===== src/rtl/cipher_arbiter.sv =====
// Round-robin arbiter sharing one XOR cipher stage among NUM_REQ requesters, with a per-requester key table.
// Optional per-requester saturating transfer counters: define CIPHER_ARB_GRANT_CNT_EN.
module cipher_arbiter #(
   parameter int NUM_REQ = 4,
   parameter int DATA_W  = 8,
   parameter int IDX_W   = $clog2(NUM_REQ)
) (
   input  logic                        clk,
   input  logic                        rst_n,
   input  logic [NUM_REQ-1:0]          req_valid,
   output logic [NUM_REQ-1:0]          req_ready,
   input  logic [NUM_REQ*DATA_W-1:0]   req_data,
   input  logic [NUM_REQ-1:0]          req_mode,
   input  logic                        key_wr_en,
   input  logic [IDX_W-1:0]            key_wr_idx,
   input  logic [DATA_W-1:0]           key_wr_data,
   output logic                        out_valid,
   input  logic                        out_ready,
   output logic [DATA_W-1:0]           out_data,
   output logic [IDX_W-1:0]            out_id,
   output logic                        out_mode
`ifdef CIPHER_ARB_GRANT_CNT_EN
   ,
   output logic [NUM_REQ*16-1:0]       grant_cnt
`endif
);

   // state   | meaning
   // S_EMPTY | output stage holds nothing, out_valid=0
   // S_FULL  | output stage holds a result, out_valid=1
   typedef enum logic {S_EMPTY = 1'b0, S_FULL = 1'b1} stage_t;

   stage_t              state_q, state_d;
   logic [IDX_W-1:0]    rr_ptr_q;
   logic [DATA_W-1:0]   key_q [NUM_REQ];
   logic [DATA_W-1:0]   out_data_q;
   logic [IDX_W-1:0]    out_id_q;
   logic                out_mode_q;

   logic                gnt_found;
   logic [IDX_W-1:0]    gnt_idx;
   logic [IDX_W:0]      cand;
   logic                can_accept;
   logic                fire;

   // Upward search from rr_ptr with wrap; cand carries one spare bit so the wrap compare cannot overflow.
   always_comb begin
      gnt_found = 1'b0;
      gnt_idx   = '0;
      cand      = '0;
      for (int k = 0; k < NUM_REQ; k++) begin
         cand = {1'b0, rr_ptr_q} + (IDX_W+1)'(k);
         if (cand >= (IDX_W+1)'(NUM_REQ))
            cand = cand - (IDX_W+1)'(NUM_REQ);
         if (!gnt_found && req_valid[cand[IDX_W-1:0]]) begin
            gnt_found = 1'b1;
            gnt_idx   = cand[IDX_W-1:0];
         end
      end
   end

   always_comb begin
      state_d    = state_q;
      can_accept = (state_q == S_EMPTY) || out_ready;
      req_ready  = '0;
      fire       = 1'b0;
      if (gnt_found && can_accept) begin
         req_ready[gnt_idx] = 1'b1;
         fire               = 1'b1;
      end
      case (state_q)
         S_EMPTY: if (fire) state_d = S_FULL;
         S_FULL: begin
            if (fire)           state_d = S_FULL;
            else if (out_ready) state_d = S_EMPTY;
         end
         default: state_d = S_EMPTY;
      endcase
   end

   always_ff @(posedge clk or negedge rst_n) begin
      if (!rst_n) state_q <= S_EMPTY;
      else        state_q <= state_d;
   end

   // The stage loads with the key value from before any same-cycle key write.
   always_ff @(posedge clk or negedge rst_n) begin
      if (!rst_n) begin
         out_data_q <= '0;
         out_id_q   <= '0;
         out_mode_q <= 1'b0;
         rr_ptr_q   <= '0;
      end else if (fire) begin
         out_data_q <= req_data[gnt_idx*DATA_W +: DATA_W] ^ key_q[gnt_idx];
         out_id_q   <= gnt_idx;
         out_mode_q <= req_mode[gnt_idx];
         rr_ptr_q   <= (gnt_idx == IDX_W'(NUM_REQ-1)) ? '0 : gnt_idx + 1'b1;
      end
   end

   always_ff @(posedge clk or negedge rst_n) begin
      if (!rst_n) begin
         for (int k = 0; k < NUM_REQ; k++) key_q[k] <= '0;
      end else if (key_wr_en && ({1'b0, key_wr_idx} < (IDX_W+1)'(NUM_REQ))) begin
         key_q[key_wr_idx] <= key_wr_data;
      end
   end

   assign out_valid = (state_q == S_FULL);
   assign out_data  = out_data_q;
   assign out_id    = out_id_q;
   assign out_mode  = out_mode_q;

`ifdef CIPHER_ARB_GRANT_CNT_EN
   logic [15:0] cnt_q [NUM_REQ];

   always_ff @(posedge clk or negedge rst_n) begin
      if (!rst_n) begin
         for (int k = 0; k < NUM_REQ; k++) cnt_q[k] <= '0;
      end else if (fire && (cnt_q[gnt_idx] != 16'hFFFF)) begin
         cnt_q[gnt_idx] <= cnt_q[gnt_idx] + 16'd1;
      end
   end

   always_comb begin
      grant_cnt = '0;
      for (int k = 0; k < NUM_REQ; k++) grant_cnt[k*16 +: 16] = cnt_q[k];
   end
`endif

endmodule


===== config.mk =====
export PLATFORM = sky130hd
export DESIGN_NAME = cipher_arbiter
export DESIGN_NICKNAME = d
export VERILOG_FILES = /design/src/rtl/cipher_arbiter.sv
export SDC_FILE = /design/constraint.sdc
export NUM_CORES = 1
export LEC_CHECK = 0
export CAP_MARGIN = 20
export CORE_ASPECT_RATIO = 1.75
export CORE_MARGIN = 2
export CORE_UTILIZATION = 45
export DETAILED_ROUTE_END_ITERATION = 7
export PLACE_DENSITY = 0.85
export SLEW_MARGIN = 10
export SYNTH_ARGS = -nofsm -noshare
export SYNTH_HDL_FRONTEND = slang
export SYNTH_SLANG_ARGS = --single-unit

===== constraint.sdc =====
create_clock -name clk -period 5.05 [get_ports clk]
set_clock_uncertainty 0.15 [all_clocks]
set_input_delay 1.01 -clock clk [delete_from_list [all_inputs] [get_ports clk]]
set_output_delay 1.01 -clock clk [all_outputs]
set_load 0.02 [all_outputs]

==> results of run 1 <==
final timing paths:
path,from,end
setup / recovery,req_valid[1],req_ready[3]
hold / removal,out_id[1],out_id[1]
max in group asynchronous,rst_n,key_q[10]
hold reg to reg,out_id[1],out_id[1]
min in group asynchronous,rst_n,key_q[7]
setup reg to reg,rr_ptr_q[1],out_data[3]
metal layers:
metal,share of wire,track usage,vias to the layer above,wire length [um]
met5,0,0,-,0
met4,0.021,0.0957,0,125
met3,0.042,0.0270,8,249
met2,0.59,0.394,62,3460
met1,0.35,0.220,929,2050
li1,-,-,913,-
flip-flops by register name, indices dropped and copies added (netlist names):
| register | flops |
|---|---|
| out_id | 2 |
| rr_ptr_q | 2 |
| out_valid | 1 |
| key_q | 32 |
| out_mode | 1 |
| out_data | 8 |
cells by family (layout without fill, tap and decap cells):
group | Yosys count | in the layout | synth area share
AO/OA/AOI/OAI | 44 | 44 | 0.125
AND/OR/NAND/NOR | 48 | 48 | 0.106
flip-flops | 46 | 46 | 0.475
XOR/XNOR | 32 | 32 | 0.116
multiplexers | 32 | 32 | 0.149
buffers and inverters | 12 | 86 | 0.0242
adder cells (fa/ha/maj) | 1 | 1 | 0.00516
cells in the final DEF (no fill, tap or decap), types with 2 or more instances in the layout:
| master | count |
|---|---|
| inv_1 | 4 |
| mux2_2 | 32 |
| xor2_1 | 16 |
| nand2_1 | 16 |
| buf_4 | 4 |
| nand3b_1 | 2 |
| xnor2_1 | 16 |
| or4_4 | 2 |
| clkinv_2 | 2 |
| nor3_1 | 3 |
| dfrtp_1 | 46 |
| and2_1 | 2 |
| clkdlybuf4s50_1 | 68 |
| nand3_1 | 12 |
| a21o_1 | 2 |
| a21oi_1 | 17 |
| clkbuf_8 | 5 |
| nor2b_1 | 4 |
| o211ai_1 | 16 |
| nor2_1 | 2 |
metrics by stage:
stage               setup WS [ns]  area [um2]  std cells   util
finish                      0.544        3290        344  0.632
CTS                         0.531        3270        343  0.628
global route                0.390        3290        344  0.632
floorplan                    1.46        2420        215      -
detailed placement          0.535        3170        335  0.607
global placement            0.600        3170        335  0.607
report_power, final:
group | leakage, uW | internal [uW] | switching (uW)
registers | 0.000547 | 466 | 68.0
clock network | 0.0000579 | 146 | 122
logic | 0.000747 | 290 | 288
worst max-delay path, stage by stage:
cell and delay [ns]:
clkdlybuf4s50_1 0.56, nor2_1 0.10, or4_4 0.55, and2_4 0.21, inv_1 0.06, ha_1 0.14
and2_1 0.12, clkdlybuf4s50_1 0.60
final cells by class:
type | instances | area (um2)
Inverter | 4 | 15.0
Multi-Input combinational cell | 157 | 1210
Clock buffer | 5 | 68.8
Sequential cell | 46 | 1150
Tap cell | 55 | 68.8
Clock inverter | 3 | 40.0
Timing Repair Buffer | 74 | 736
Fill cell | 419 | 1920
cell usage after synthesis, types with 2 or more instances:
library cell,number,area share
inv_1,4,0.0062
nor2_1,2,0.0031
and2_1,2,0.0052
a21oi_1,17,0.035
nand2_1,16,0.025
buf_2,2,0.0041
o211ai_1,16,0.050
a21o_1,2,0.0062
mux2_2,32,0.15
clkbuf_1,4,0.0062
nor2b_1,4,0.010
xor2_1,16,0.058
xnor2_1,16,0.058
nor3_1,3,0.0062
nand3_1,12,0.025
nand3b_1,2,0.0062
dfrtp_1,46,0.47
or4_4,2,0.0093
==> impl_metrics.env, run 1 <==
export IMPL_fmax_mhz=222
export IMPL_grt_max_degree=47
export IMPL_numCtsBuffers=5
export IMPL_path_class="primary input to output port"
export IMPL_routed_wirelength_mm=5.88
export IMPL_drive_above_1_share=0.190
export IMPL_reg2reg_depth=5
export IMPL_clkSinkCount=46
export IMPL_dp_hpwl_mm=4.36
export IMPL_grt_pass1_vias=2025
export IMPL_die_w_um=59.5
export IMPL_nets=343
export IMPL_hold_path_depth=2
export IMPL_synth_area_um2=2420
export IMPL_worstHoldPathType="flop to flop"
export IMPL_overflow=0
export IMPL_antenna_cells=0
export IMPL_cp_end_kind="output port"
export IMPL_finalCritPeriodShare=0.892
export IMPL_ctsHtreeMaxLevel=2
export IMPL_total_power_uw=1380
export IMPL_dr_total_vias=1912
export IMPL_vias_per_cell=5.56
export IMPL_final_setup_tns_ns=0
export IMPL_ys_ff_latch=46
export IMPL_syn2layout_area_growth_pct=35.9
export IMPL_synth_fp_nets=270
export IMPL_tightest_slew_ns=0.859
export IMPL_rows=35
export IMPL_synth_edf_count=0
export IMPL_setup_viol=0
export IMPL_seq_area_frac_synth=0.475
export IMPL_ctsHoldBuffers=0
export IMPL_detail_route_antenna_nets=0
export IMPL_netlist_cell_type_count=35
export IMPL_port_buffer_count=69
export IMPL_p_leak_uw=0.00135
export IMPL_die_area_um2=6020
export IMPL_status="finished, final reports clean"
export IMPL_async_flop_share=1.00
export IMPL_required_ns=3.89
export IMPL_drc=0
export IMPL_worstPathMaxFanout=6
export IMPL_drt_iter0_drc=110
export IMPL_hold_slack_ns=0.350
export IMPL_power_density_nw_per_um2=419
export IMPL_drv_cap=0
export IMPL_max_vdd_ir_drop_mv=0.311
export IMPL_path_clk_slew_ns=0.08
export IMPL_cts_setup_buffers=0
export IMPL_drv_slew=0
export IMPL_start_kind="primary input"
export IMPL_ctsResizeCount=0
export IMPL_min_period_ns=4.51
export IMPL_clk_latency_ns=0.30
export IMPL_postSynthAreaPerCell_um2=11.3
export IMPL_cts_tree="done"
export IMPL_finalHoldViolations=0
export IMPL_yosys_warnings=0
export IMPL_clockBufferDepth=2
export IMPL_critPathArrivalTime_ns=3.35
export IMPL_antenna_found_initial=0
export IMPL_syn_inst=215
export IMPL_reg2reg_slack_ns=2.99
export IMPL_start_util=0.465
export IMPL_dr_pass1_iters=4
export IMPL_relSlewSlack=0.425
export IMPL_ys_flop_type="dfrtp_1"
export IMPL_grt_first_pass_wirelength_mm=9.33
export IMPL_wl_per_cell_um=17.1
export IMPL_track_usage=0.209
export IMPL_io_pins=70
export IMPL_coreArea_um2=5210
export IMPL_rsz0062_at_grt="false"
export IMPL_finalWeightedCongestion=0.803
export IMPL_cts_root_buf="clkbuf_8"
export IMPL_die_h_um=101
No activity file was read; power rests on OpenSTA's default activity.
==> run 2, diff against run 1 <==
--- a/config.mk
+++ b/config.mk
@@ -7,7 +7,7 @@
 export LEC_CHECK = 0
 export CAP_MARGIN = 20
 export CORE_ASPECT_RATIO = 1.75
-export CORE_MARGIN = 2
+export CORE_MARGIN = 4
 export CORE_UTILIZATION = 45
 export DETAILED_ROUTE_END_ITERATION = 7
 export PLACE_DENSITY = 0.85
==> impl_metrics.env, run 2 (synthesized netlist as in run 1, its figures left out) <==
export IMPL_dr_total_vias=1977
export IMPL_antenna_cells=0
export IMPL_ctsHtreeMaxLevel=2
export IMPL_drive_above_1_share=0.190
export IMPL_dp_hpwl_mm=4.62
export IMPL_finalCritPeriodShare=0.891
export IMPL_wl_per_cell_um=17.1
export IMPL_die_h_um=105
export IMPL_nets=344
export IMPL_required_ns=3.89
export IMPL_clockBufferDepth=2
export IMPL_coreArea_um2=5260
export IMPL_track_usage=0.187
export IMPL_setup_viol=0
export IMPL_min_period_ns=4.50
export IMPL_grt_first_pass_wirelength_mm=9.73
export IMPL_io_pins=70
export IMPL_met1_usage=0.194
export IMPL_clkSinkCount=46
export IMPL_path_class="primary input to output port"
export IMPL_cts_tree="done"
export IMPL_detail_route_antenna_nets=0
export IMPL_worstPathMaxFanout=6
export IMPL_finalWeightedCongestion=0.865
export IMPL_final_cell_mix="68 x clkdlybuf4s50_1, 46 x dfrtp_1, 32 x mux2_2, 17 x a21oi_1"
export IMPL_final_common_cell="clkdlybuf4s50_1"
export IMPL_dr_pass1_iters=4
export IMPL_drt_iter0_drc=67
export IMPL_p_leak_uw=0.00135
export IMPL_ctsResizeCount=0
export IMPL_path_clk_slew_ns=0.08
export IMPL_power_density_nw_per_um2=407
export IMPL_vias_per_cell=5.73
export IMPL_cts_root_buf="clkbuf_8"
export IMPL_cts_setup_buffers=0
export IMPL_start_kind="primary input"
export IMPL_grt_max_degree=47
export IMPL_start_util=0.461
export IMPL_dpl_cell_count=336
export IMPL_grt_pass1_vias=2197
export IMPL_routed_wirelength_mm=5.89
export IMPL_numCtsBuffers=5
export IMPL_fmax_mhz=222
export IMPL_finalHoldViolations=0
export IMPL_finalNonFillerCells=345
export IMPL_rows=35
export IMPL_die_w_um=63.5
export IMPL_registers_top_by_ff_count="key_q"
export IMPL_relSlewSlack=0.457
export IMPL_drv_cap=0
export IMPL_rsz0062_at_grt="false"
export IMPL_drv_slew=0
export IMPL_fill_cells=462
export IMPL_max_vdd_ir_drop_mv=0.184
export IMPL_gr_usage_met2=0.338
export IMPL_port_buffer_count=69
export IMPL_largest_reg_flops=32
export IMPL_drc=0
export IMPL_clk_latency_ns=0.29
export IMPL_syn2layout_area_growth_pct=35.4
export IMPL_met3_usage=0.0226
export IMPL_overflow=0
export IMPL_worstHoldPathType="flop to flop"
export IMPL_critPathArrivalTime_ns=3.34
export IMPL_grt_busiest_layer="met2"
export IMPL_cp_end_kind="output port"
export IMPL_final_setup_tns_ns=0
export IMPL_die_area_um2=6670
export IMPL_status="finished, final reports clean"
export IMPL_antenna_found_initial=0
export IMPL_ctsHoldBuffers=0
export IMPL_tightest_slew_ns=0.811
-- run 2: cell types whose count changed in the layout (fill, tap and decap cells not counted), sizes merged --
cell	before	now
bufinv	1	0
clkinv	2	1
clkbuf	5	7
buf	6	7
-- run 2: area by class of cell --
class,instances,area (um2),area share
inverter,4,15.0,0.00457
sequential,46,1150,0.350
clock buffer,7,86.3,0.0263
multi-input combinational,157,1210,0.370
tap,55,68.8,0.0210
timing repair buffer,75,743,0.226
clock inverter,1,5.00,0.00152
-- run 2: per-stage QoR --
step	worst slack (ns)	util	cell area, um2	hold slack, ns	power [uW]
final	0.551	0.625	3280	0.336	1340
after global routing	0.447	0.625	3280	0.380	1420
after CTS	0.546	0.621	3260	0.343	1340
after detailed placement	0.552	0.604	3170	0.321	1120
after global placement	0.606	0.604	3170	0.318	1100
after floorplan	1.46	-	2420	0.344	887
-- run 2: path summary, 6_finish.rpt --
check	startpoint	endpoint	slack [ns]	cells past startpoint
worst max-delay path	req_valid[1]	req_ready[3]	0.55	8
worst min-delay path	out_id[0]	out_id[0]	0.34	1
worst max register to register	rr_ptr_q[1]	out_data[3]	2.91	5
worst min register to register	out_id[0]	out_id[0]	0.34	1
max in group asynchronous	rst_n	key_q[31]	3.88	2
min in group asynchronous	rst_n	key_q[6]	0.42	1
-- run 2: power by group --
part           internal, uW  switching [uW]  leakage, uW  total (uW)
clock                   110             110    0.0000482         220
combinational           291             290     0.000752         580
sequential              466            69.2     0.000547         535
total                   867             468      0.00135        1340
-- run 2: critical path: stages --
cell             delay [ns]
clkdlybuf4s50_1        0.55
nor2_1                 0.09
or4_4                  0.55
and2_4                 0.21
inv_1                  0.06
ha_1                   0.15
and2_1                 0.12
clkdlybuf4s50_1        0.59
-- run 2: per-layer routing --
metal,share of wire,up-vias
met5,0,-
met4,0.052,0
met3,0.040,22
met2,0.56,81
met1,0.35,965
li1,-,909
==> run 3, diff against run 2 <==
==> constraint.sdc (replaced) <==
create_clock -name clk -period 5.7 [get_ports clk]
set_clock_uncertainty 0.15 [all_clocks]
set_input_delay 1.14 -clock clk [delete_from_list [all_inputs] [get_ports clk]]
set_output_delay 1.14 -clock clk [all_outputs]
set_load 0.02 [all_outputs]
==> impl_metrics.env, run 3 (synthesized netlist as in run 1, its figures left out) <==
export IMPL_status="finished, final reports clean"
export IMPL_drv_cap=0
export IMPL_final_common_cell="clkdlybuf4s50_1"
export IMPL_ctsHtreeMaxLevel=2
export IMPL_numCtsBuffers=5
export IMPL_antenna_cells=0
export IMPL_rows=35
export IMPL_required_ns=4.41
export IMPL_p_leak_uw=0.00134
export IMPL_reg2reg_depth=6
export IMPL_power_density_nw_per_um2=370
export IMPL_grt_first_pass_wirelength_mm=9.19
export IMPL_finalCritPeriodShare=0.879
export IMPL_clk_latency_ns=0.30
export IMPL_ctsResizeCount=0
export IMPL_routed_wirelength_mm=5.82
export IMPL_drive_above_1_share=0.181
export IMPL_cp_end_kind="output port"
export IMPL_nets=342
export IMPL_coreArea_um2=5260
export IMPL_vias_per_cell=5.57
export IMPL_cts_setup_buffers=0
export IMPL_finalHoldViolations=0
export IMPL_relSlewSlack=0.506
export IMPL_wl_per_cell_um=17.0
export IMPL_registers_top_by_ff_count="key_q"
export IMPL_reg2reg_slack_ns=3.50
export IMPL_hold_end="out_id[1]"
export IMPL_io_pins=70
export IMPL_grt_max_degree=47
export IMPL_drv_slew=0
export IMPL_clockBufferDepth=2
export IMPL_final_setup_tns_ns=0
export IMPL_die_h_um=105
export IMPL_min_from="out_id[1]"
export IMPL_dp_hpwl_mm=4.44
export IMPL_antenna_found_initial=0
export IMPL_r2r_start="rr_ptr_q[0]"
export IMPL_drt_iter0_drc=50
export IMPL_worstPathMaxFanout=19
export IMPL_syn2layout_area_growth_pct=35.4
export IMPL_overflow=0
export IMPL_hold_path_depth=2
export IMPL_worstHoldPathType="flop to flop"
export IMPL_critPathArrivalTime_ns=3.72
export IMPL_die_w_um=63.5
export IMPL_start_util=0.461
export IMPL_grt_pass1_vias=1994
export IMPL_cts_tree="done"
export IMPL_rsz0062_at_grt="false"
export IMPL_min_period_ns=5.01
export IMPL_finalWeightedCongestion=0.821
export IMPL_path_clk_slew_ns=0.08
export IMPL_fmax_mhz=200
export IMPL_dr_pass1_iters=4
export IMPL_path_class="primary input to output port"
export IMPL_die_area_um2=6670
export IMPL_dr_total_vias=1910
export IMPL_largest_reg_flops=32
export IMPL_drc=0
export IMPL_ctsHoldBuffers=0
export IMPL_start_kind="primary input"
export IMPL_max_vdd_ir_drop_mv=0.233
export IMPL_detail_route_antenna_nets=0
export IMPL_track_usage=0.181
export IMPL_hold_slack_ns=0.337
export IMPL_clkSinkCount=46
export IMPL_final_cell_mix="68 x clkdlybuf4s50_1, 46 x dfrtp_1, 32 x mux2_2, 17 x a21oi_1"
export IMPL_port_buffer_count=69
export IMPL_setup_viol=0
export IMPL_r2r_end="out_mode"
export IMPL_tightest_slew_ns=0.738
export IMPL_cts_root_buf="clkbuf_8"
[run 3: routing by layer]
metal	GRT usage	wire length [um]
met1	0.174	2090
met2	0.339	3260
met3	0.0376	251
met4	0.107	217
met5	0	0
[run 3: stage by stage]
step / utilization / total power (uW) / std cells / area, um2 / setup slack, ns
4_1_cts: 0.621 / 1220 / 342 / 3260 / 0.694
3_5_place_dp: 0.601 / 989 / 334 / 3160 / 0.717
2_1_floorplan: - / 786 / 215 / 2420 / 1.85
3_3_place_gp: 0.601 / 968 / 334 / 3160 / 0.841
5_1_grt: 0.625 / 1280 / 343 / 3280 / 0.581
6_report: 0.625 / 1210 / 343 / 3280 / 0.690
[run 3: where the power goes]
group	internal (uW)	switching (uW)	total [uW]
logic	256	254	510
registers	413	58.6	472
clock network	131	102	233
[run 3: critical path, cell delays in order]
cell	delay, ns
clkdlybuf4s50_1	0.51
nor2b_1	0.24
a211o_1	0.53
and2_1	0.26
buf_4	0.26
and3_1	0.18
clkdlybuf4s50_1	0.59
[run 3: final cells by class]
class / instances / area, um2
timing repair buffer: 73 / 728
fill: 436 / 1970
inverter: 4 / 15.0
multi-input combinational: 157 / 1210
sequential: 46 / 1150
clock buffer: 7 / 76.3
tap: 55 / 68.8
clock inverter: 1 / 30.0
[run 3: how the worst max path moves through the flow]
| stage | from | end | slack, ns | cells past startpoint |
|---|---|---|---|---|
| after global placement | req_valid[2] | req_ready[2] | 0.84 | 7 |
| after global routing | req_valid[2] | req_ready[2] | 0.58 | 7 |
| after CTS | req_valid[2] | req_ready[2] | 0.69 | 7 |
| after detailed placement | req_valid[2] | req_ready[2] | 0.72 | 7 |
| after floorplan | req_valid[0] | req_ready[1] | 1.85 | 5 |
| final | req_valid[2] | req_ready[2] | 0.69 | 7 |
